$ cat config.mk
export PLATFORM = sky130hd
export DESIGN_NAME = sparse_poly_mult_core
export DESIGN_NICKNAME = d
export VERILOG_FILES = /design/src/rtl/sparse_poly_mult_core.sv
export SDC_FILE = /design/constraint.sdc
export NUM_CORES = 1
export LEC_CHECK = 0
export BUFFER_PORTS_ARGS = -buffer_cell sky130_fd_sc_hd__buf_4
export CORE_ASPECT_RATIO = 2
export CORE_MARGIN = 2
export CORE_UTILIZATION = 58
export DETAILED_ROUTE_END_ITERATION = 6
export PLACE_DENSITY = 0.82
export SLEW_MARGIN = 20
export SYNTH_ARGS = -nofsm -noshare
export SYNTH_HDL_FRONTEND = slang
export SYNTH_SLANG_ARGS = --single-unit
$ cat constraint.sdc
create_clock -name clk -period 2.5 [get_ports clk]
set_input_delay 0.125 -clock clk [delete_from_list [all_inputs] [get_ports clk]]
set_output_delay 0.125 -clock clk [all_outputs]
set_load 0.03 [all_outputs]
$ cat src/rtl/sparse_poly_mult_core.sv
// rtl/sparse_poly_mult_core.sv - sparse x dense GF(2) polynomial multiply into an unreduced result RAM
// Optional DUMMY_INSERT_EN: always run MAX_WEIGHT slots, padding with write-back-only dummy slots.
module sparse_poly_mult_core #(
  parameter int N              = 17669,
  parameter int WEIGHT         = 66,
  parameter int MAX_WEIGHT     = 75,
  parameter int RAMWIDTH       = 32,
  parameter int LOGW           = $clog2(N + 1),
  parameter int LOG_MAX_WEIGHT = $clog2(MAX_WEIGHT),
  parameter int D_WORDS        = (N + RAMWIDTH - 1) / RAMWIDTH,
  parameter int RES_WORDS      = 2 * D_WORDS,
  parameter int DADDR_W        = $clog2(D_WORDS),
  parameter int RADDR_W        = $clog2(RES_WORDS)
) (
  input  logic                      clk,
  input  logic                      rst_n,
  input  logic                      start_i,
  input  logic [LOG_MAX_WEIGHT:0]   weight_i,
  output logic                      busy_o,
  output logic                      done_o,
  output logic                      err_o,
  output logic [LOG_MAX_WEIGHT-1:0] pos_addr_o,
  input  logic [LOGW-1:0]           pos_data_i,
  output logic [DADDR_W-1:0]        dense_addr_o,
  input  logic [RAMWIDTH-1:0]       dense_data_i,
  output logic [RADDR_W-1:0]        res_addr_o,
  output logic                      res_we_o,
  output logic [RAMWIDTH-1:0]       res_wdata_o,
  input  logic [RAMWIDTH-1:0]       res_rdata_i
);
  localparam int SHW = $clog2(RAMWIDTH);
  localparam int CW  = RADDR_W + 1;
  localparam int WW  = LOG_MAX_WEIGHT + 1;

  if (WEIGHT > MAX_WEIGHT) begin : g_weight_check
    $error("WEIGHT exceeds MAX_WEIGHT");
  end

  typedef enum logic [2:0] {
    S_IDLE, S_CLEAR, S_LOAD_POS, S_GET_POS, S_RUN, S_DRAIN, S_DONE
  } state_t;

  state_t              state, state_nx;
  logic [CW-1:0]       cnt;
  logic [WW-1:0]       s_q, k, slots, w_clamp;
  logic [RADDR_W-1:0]  off;
  logic [SHW-1:0]      bsh;
  logic                slot_ok, slot_dummy, err_q, done_q, pos_ok, wr_phase;
  logic [RAMWIDTH-1:0] d_prev, d_cur;
  logic [2*RAMWIDTH-1:0] cat;

  assign w_clamp = (weight_i > WW'(MAX_WEIGHT)) ? WW'(MAX_WEIGHT) : weight_i;
  assign pos_ok  = pos_data_i < LOGW'(N);
  assign done_o  = done_q;
  assign err_o   = err_q;
`ifdef DUMMY_INSERT_EN
  logic slot_real;
  assign slot_real = k < s_q;
  assign slots     = WW'(MAX_WEIGHT);
`else
  assign slots     = s_q;
`endif

  always_ff @(posedge clk or negedge rst_n) begin
    if (!rst_n) state <= S_IDLE;
    else        state <= state_nx;
  end

  always_ff @(posedge clk or negedge rst_n) begin
    if (!rst_n) begin
      cnt <= '0; s_q <= '0; k <= '0; off <= '0; bsh <= '0;
      slot_ok <= 1'b0; slot_dummy <= 1'b0; err_q <= 1'b0; done_q <= 1'b0;
      d_prev <= '0;
    end else begin
      done_q <= (state == S_DONE);
      case (state)
        S_IDLE: if (start_i) begin
          s_q <= w_clamp; err_q <= 1'b0; cnt <= '0; k <= '0;
        end
        S_CLEAR: cnt <= cnt + CW'(1);
        S_GET_POS: begin
          cnt    <= '0;
          d_prev <= '0;
          bsh    <= pos_data_i[SHW-1:0];
          off    <= pos_ok ? RADDR_W'(pos_data_i >> SHW) : '0;
`ifdef DUMMY_INSERT_EN
          slot_ok    <= slot_real && pos_ok;
          slot_dummy <= !slot_real;
          if (slot_real && !pos_ok) err_q <= 1'b1;
`else
          slot_ok    <= pos_ok;
          slot_dummy <= 1'b0;
          if (!pos_ok) err_q <= 1'b1;
`endif
        end
        S_RUN: begin
          cnt <= cnt + CW'(1);
          // word j-1 is consumed in cycle j; keep it as the carry source for word j
          if (cnt != '0) d_prev <= dense_data_i;
        end
        S_DRAIN: k <= k + WW'(1);
        default: ;
      endcase
    end
  end

  always_comb begin
    state_nx     = state;
    busy_o       = (state != S_IDLE);
    pos_addr_o   = '0;
    dense_addr_o = '0;
    res_addr_o   = '0;
    res_we_o     = 1'b0;
    res_wdata_o  = '0;
    wr_phase     = ((state == S_RUN) && (cnt != '0)) || (state == S_DRAIN);
    d_cur        = (state == S_DRAIN) ? '0 : dense_data_i;
    cat          = {d_cur, d_prev} << bsh;
    case (state)
      S_IDLE: if (start_i) state_nx = S_CLEAR;
      S_CLEAR: begin
        // RAM writes land on the previous cycle's address, so issue one ahead
        res_we_o   = 1'b1;
        res_addr_o = RADDR_W'(cnt + CW'(1));
        if (cnt == CW'(RES_WORDS - 1))
          state_nx = (slots == '0) ? S_DONE : S_LOAD_POS;
      end
      S_LOAD_POS: begin
        pos_addr_o = k[LOG_MAX_WEIGHT-1:0];
        state_nx   = S_GET_POS;
      end
      S_GET_POS: state_nx = S_RUN;
      S_RUN: begin
        dense_addr_o = DADDR_W'(cnt);
        res_addr_o   = RADDR_W'(CW'(off) + cnt);
        if (cnt == CW'(D_WORDS)) state_nx = S_DRAIN;
      end
      S_DRAIN: state_nx = (k == slots - WW'(1)) ? S_DONE : S_LOAD_POS;
      S_DONE:  state_nx = S_IDLE;
      default: state_nx = S_IDLE;
    endcase
    if (wr_phase && (slot_ok || slot_dummy)) begin
      res_we_o    = 1'b1;
      res_wdata_o = slot_ok ? (res_rdata_i ^ cat[2*RAMWIDTH-1 -: RAMWIDTH]) : res_rdata_i;
    end
  end
endmodule

-- After elaboration in Yosys (flattened, before gate mapping)
Index checks and enable logic that the tools add are counted.
- add/sub/neg operators: 4
- magnitude comparators: 2
- equality and inequality tests: 14
- shift operators: 1
- multiplexer cells: 25
- bitwise operators: 1
- reductions and logical operators: 18
- operator list (kind ; count):
    $mux W32 ; 4
    $pmux W32 S2 ; 1
    $shl A64 B5 Y64 ; 1
    $pmux W12 S3 ; 1
    $xor A32 B32 Y32 ; 1
    $pmux W11 S2 ; 1
    $mux W10 ; 2
    $pmux W3 S6 ; 1
    $mux W8 ; 2
    $pmux W8 S2 ; 1
    $lt A15 B15 Y1 const B ; 1
    $mux W3 ; 5
    $add A12 B1 Y12 const B ; 1
    $eq A12 B10 Y1 const B ; 1
    $eq A12 B11 Y1 const B ; 1
    $mux W12 ; 1
    $reduce_bool A12 Y1 ; 1
    $add A11 B11 Y11 ; 1
    $eq A3 B3 Y1 const B ; 3
    $add A8 B1 Y8 const B ; 1
    $eq A8 B8 Y1 ; 1
    $gt A8 B7 Y1 const B ; 1
    $logic_not A8 Y1 ; 1
    $ne A2 B2 Y1 const B ; 4
    15 further kinds ; 27
- flip-flop bits (word level): 82
- bits of input ports: 90
- output and inout port bits: 64
- word-level logic and storage cells: 75

-- Longest topological paths before layout
- word-level depth: 6
- mapped depth: 11
- mapped depth without buffers: 8

-- Least setup slack after synthesis
Ideal clock, no wire load.
- path kind: register to output
- start: register bsh[2]
- end: output res_wdata_o[23]
- arrival: 2.825 ns
- data required time: 2.375 ns
- path slack: -0.450 ns
- stages on the path, launching flop included: 7
- buffers on the path: 2
- cell sequence: dfrtp_1 inv_1 buf_2 buf_1 mux2_2 a22o_1 o41ai_1
- word-level cells in the longest chain between the ends: 4
- RTL lines (what ; line ; RTL):
    from (decl) ; 47 ; logic [SHW-1:0] bsh;
    from (signal assigned) ; 84 ; bsh <= pos_data_i[SHW-1:0];
    $shl A64 B5 Y64 ; 117 ; cat = {d_cur, d_prev} << bsh;
    $xor A32 B32 Y32 ; 143 ; res_wdata_o = slot_ok ? (res_rdata_i ^ cat[2*RAMWIDTH-1 -: RAMWIDTH]) : res_rdata_i;
    $mux W32 ; 143 ;
    $mux W32 ; 141 ; if (wr_phase && (slot_ok || slot_dummy)) begin
    to (decl) ; 28 ; output logic [RAMWIDTH-1:0] res_wdata_o,
Every way passes these cells.

-- Worst setup path in the final report
- start: register bsh[0]
- end: output res_wdata_o[28]
The elaborated chain is that of the path after synthesis.

==> results <==
- Global routing used 41.5% of the available tracks.
- The global route total overflow is 0.
- The share of the synthesized area in the top cell type is 23.3%.
- Setup repair after global routing could not meet its margin everywhere.
- The parity-gate share of the synthesized area counting xor and xnor cells is 3.16%.
- The share of total power dissipated in combinational logic is 40.4%.
- The checks that failed: design-rule violations, negative setup slack.
- The endpoint class of the critical path is a primary output.
- The width of the die is 90.1 um.
- The final total power is 4630 uW.
- The share of final-layout standard cells stronger than drive strength 1 is 42.2%.
- The number of global-route vias before repair is 9608.
- The min-delay analysis places its worst path in the category in -> reg.
- The first-pass GRT wire length is 52.1 mm.
- The detail route stage leaves a number of antenna-violating nets equal to 0.
- The analysis attributes to cell leakage a power of 0.00534 uW.
- The number of cells on the worst hold path is 2.
- Entering global routing, the biggest net connects 63 pins.
- The final layout contains routed wiring with a total length of 34.7 mm.
- The H-tree generated during clock tree synthesis spans 3 levels.
- The slew at the pin closest to its max-slew limit is 0.679 ns.
- The initial antenna violation count is 2.
- The number of DRC violations after detailed-routing iteration 0 is 1240.
- After routing the design area is 12200 um2.
- The starting utilization of the core area is 58.7%.
- Yosys mapped the design onto 74 distinct sky130hd cell types.
- The root buffer cell chosen for the clock tree is sky130_fd_sc_hd__clkbuf_16.
- The core region is 14700 um2.
- The largest total area in the synthesized netlist belongs to sky130_fd_sc_hd__dfrtp_1.
- Clock latency on the worst-skew pair, taken at its later pin, is 0.34 ns.
- The Yosys warning count is 0.
- The total of endpoints with negative setup slack in the final report is 34.
- For this design the total switching power over the nets is 1560 uW.
- The count of nets after finishing is 1412.
- In the layout the commonest cells are 270 x sky130_fd_sc_hd__buf_4, 177 x sky130_fd_sc_hd__nand2_1, 81 x sky130_fd_sc_hd__o21ai_0.
- The clock tree from TritonCTS is built.
- The number of buffers between clock root and the deepest sink is 2.
- By area the synthesized netlist is led by sky130_fd_sc_hd__dfrtp_1 23%, sky130_fd_sc_hd__mux4_2 13%, sky130_fd_sc_hd__nand2_1 8.1%, sky130_fd_sc_hd__mux2i_1 6.1%, sky130_fd_sc_hd__o21ai_0 5.2%.
- Cell internal power was estimated by the tool at 3070 uW.
- The maximum ir drop on the vdd rail is 0.601 mV.
- Of all nets on the critical path, the largest fanout is 8.
- After Yosys synthesis, and, or, nand and nor cells account for 24.1% of the synthesized area.
- The register-to-register path setup slack is 0.38 ns.
- The fill cell total of the finished layout is 861.
- The final critical-path share of the clock period is 121%.
- Dividing the detail-routed via count by the number of cells gives 6.73.
- The max-slew violation count came to 0.
- The routed layout has 10135 vias.
- The required time at the endpoint of the critical path is 2.38 ns.
- The total iterations of the first detailed-routing run is 7.
- The final core utilization is 83.2%.
- The proportion of register bits with asynchronous set or reset after synthesis is 100%.
- At the worst endpoint, the arrival time is 2.89 ns.
- Net switching is 33.7% of the power.
- The commonest non-fill, non-tap cell in the layout is sky130_fd_sc_hd__buf_4.
- The startpoint class of the critical path is a flop.
- After detailed routing, the number of remaining DRC violations is 2.
- The flip-flop and latch count after synthesis is 80.
- The area overhead of the layout relative to synthesis is 41.9%.
- The count of input and output buffers is 153.
- The sequential cell area fraction in the yosys report is 23.3%.
- The congestion estimate from routability-driven global placement came to 1.00.
- The half-perimeter wire length of the detailed placement result is 24.7 mm.
- The depth of the most critical reg-to-reg path is 10.
- The relative slew slack is 54.7%.
- For this design, the sink count on the clock tree is 80.
- The critical hold path startpoint is pos_data_i[1].
- The post-synthesis mux area share is 21.9%.
- The leading register cell type out of synthesis is sky130_fd_sc_hd__dfrtp_1.
- The clock network accounts for 29.6% of the total power.
- The achievable frequency is 332 MHz.
- The worst register-to-register path ends at d_prev[8].
- The synthesized instance count is 1054.
- The final hold violation count is 0.
- For the final database, setup skew stands at 0.00727 ns.
- The part of the power in registers is 30.1%.
- The instance area after placement is 10900 um2.
- The fraction of the mapped netlist area in compound gates is 19.5%.
- The flow ran to the end, but the final reports show violations.
- The total clock buffers created by CTS is 9.
- Of the total synthesized cell area, the portion taken by full adders, half adders and majority gates is 2.41%.
- The final routed wire length divided by cell count is 23.0 um.
- The worst path in the final design needs a cycle of 3.01 ns, including I/O delays and setup.
- In this run the core area contains 63 standard-cell rows.
- The worst register-to-register path begins at cnt[0].
- The synthesized net count is 1160.
- The clock edge transition at the registers on the reported setup and hold paths is 0.06 ns.
- The die is 176 um tall.
- Dividing the synthesized area by the synthesized cell count gives 8.16 um2.
- The floorplan step defined a die boundary enclosing 15900 um2.
- In this run the count of I/O pins placed on the die edge is 154.
- The worst hold endpoint is bsh[1].
- The combinational family with the most area after synthesis is simple AND/OR/NAND/NOR gates.
- The power density over the cells is 379 nW/um2.
- The cell area that synthesis handed to floorplanning was 8600 um2.
- The critical path in this run is classified as reg -> out.
- Across the run, the number of max-cap violations was 0.
- Once routing completed, OpenROAD measured the worst setup slack at -0.514 ns.
- Counting flops with a built-in enable in the synthesized netlist gives 0.
-- power by group through the flow --
stage | sequential [uW] | clock (uW) | combinational [uW]
global route | 1390 | 1420 | 1950
floorplan | 1380 | 0 | 899
detailed placement | 1410 | 0 | 1560
finish | 1390 | 1370 | 1870
global placement | 1410 | 0 | 1540
CTS | 1390 | 1370 | 1700
-- worst max-delay path by stage --
| stage | startpoint | endpoint | cells past startpoint |
|---|---|---|---|
| final | bsh[0] | res_wdata_o[28] | 9 |
| after global routing | bsh[0] | res_wdata_o[28] | 10 |
| after CTS | bsh[0] | res_wdata_o[13] | 8 |
| after detailed placement | bsh[0] | res_wdata_o[17] | 7 |
| after global placement | bsh[1] | res_wdata_o[16] | 8 |
| after floorplan | bsh[2] | res_wdata_o[23] | 6 |
-- critical path, cell delays in order (launching register included) --
cell and delay [ns]:
sky130_fd_sc_hd__dfrtp_4 0.53, sky130_fd_sc_hd__buf_8 0.16, sky130_fd_sc_hd__buf_4 0.13, sky130_fd_sc_hd__mux2i_1 0.38, sky130_fd_sc_hd__nor3_1 0.12, sky130_fd_sc_hd__o21ai_0 0.18
sky130_fd_sc_hd__nand4_1 0.29, sky130_fd_sc_hd__o31ai_2 0.31, sky130_fd_sc_hd__nor3b_2 0.24, sky130_fd_sc_hd__buf_4 0.19
-- repair_timing --
action | CTS | global route
resized for setup | 112 | 75
pin swaps | 46 | 39
endpoints found under the hold margin | 42 | 0
buffers inserted | 14 | 16
endpoints found under the setup margin | 38 | 39
gates cloned | 0 | 1
hold buffers | 1 | 0
-- layout make-up --
cell class	instances	area [um2]	area share, %
Tap cell	195	244	2.00
Inverter	24	90.1	0.738
Antenna cell	1	2.50	0.0205
Sequential cell	80	2010	16.5
Clock buffer	13	270	2.22
Clock inverter	2	37.5	0.308
Multi-Input combinational cell	872	6860	56.3
Timing Repair Buffer	319	2680	22.0
-- flip-flops by register name, summed over array words and instances (netlist names) --
name and count:
slot_ok 1, err_o 1, s_q 8, done_o 1, k 8, cnt 12
bsh 5, state 3, d_prev 31, off 10
-- cells in the mapped netlist, types with 6 or more instances --
cell type                  count
sky130_fd_sc_hd__mux4_2       48
sky130_fd_sc_hd__nor3b_1      15
sky130_fd_sc_hd__nand4_1      11
sky130_fd_sc_hd__nand2b_1     26
sky130_fd_sc_hd__buf_4         7
sky130_fd_sc_hd__a21oi_1      38
sky130_fd_sc_hd__and2_1       20
sky130_fd_sc_hd__o31ai_1       7
sky130_fd_sc_hd__and3_1       15
sky130_fd_sc_hd__a31oi_1       8
sky130_fd_sc_hd__mux2i_1      52
sky130_fd_sc_hd__inv_1        23
sky130_fd_sc_hd__o211ai_1      6
sky130_fd_sc_hd__dfrtp_1      80
sky130_fd_sc_hd__nand3_1      37
sky130_fd_sc_hd__a211oi_1      6
sky130_fd_sc_hd__xnor2_1      24
sky130_fd_sc_hd__xor2_1        7
sky130_fd_sc_hd__ha_1         15
sky130_fd_sc_hd__nand2_1     186
sky130_fd_sc_hd__nor3_1       30
sky130_fd_sc_hd__clkbuf_1     41
sky130_fd_sc_hd__buf_2        20
sky130_fd_sc_hd__nor2_1       66
sky130_fd_sc_hd__a21o_1        9
sky130_fd_sc_hd__o21ai_0      90
sky130_fd_sc_hd__o22ai_1      29
sky130_fd_sc_hd__mux2_2       25
-- logic make-up after synthesis --
| family | after synthesis |
|---|---|
| and+or+nand+nor | 439 |
| xor gates and xnor gates | 31 |
| buffers and inverters | 102 |
| DFF | 80 |
| AOI/OAI and AO/OA | 261 |
| adders and majority gates | 16 |
| muxes | 125 |
-- routing by layer --
metal	vias to the layer above	routed length, um	global-route usage (%)
met3	157	3280	5.85
met4	2	2360	22.8
li1	4421	-	-
met5	-	19	0
met1	4834	12400	53.2
met2	721	16700	67.8
-- per-stage QoR --
step	TNS [ns]	hold slack, ns	setup slack [ns]	instances
2_1_floorplan	-0.0745	-0.171	-0.0745	1054
3_3_place_gp	-1.71	0.152	-0.165	1460
3_5_place_dp	-2.56	0.156	-0.177	1460
4_1_cts	-9.68	0.0271	-0.421	1490
5_1_grt	-13.48	0.0380	-0.611	1505
6_report	-11.52	0.0330	-0.514	1506
(Power assumes the default switching activity.)
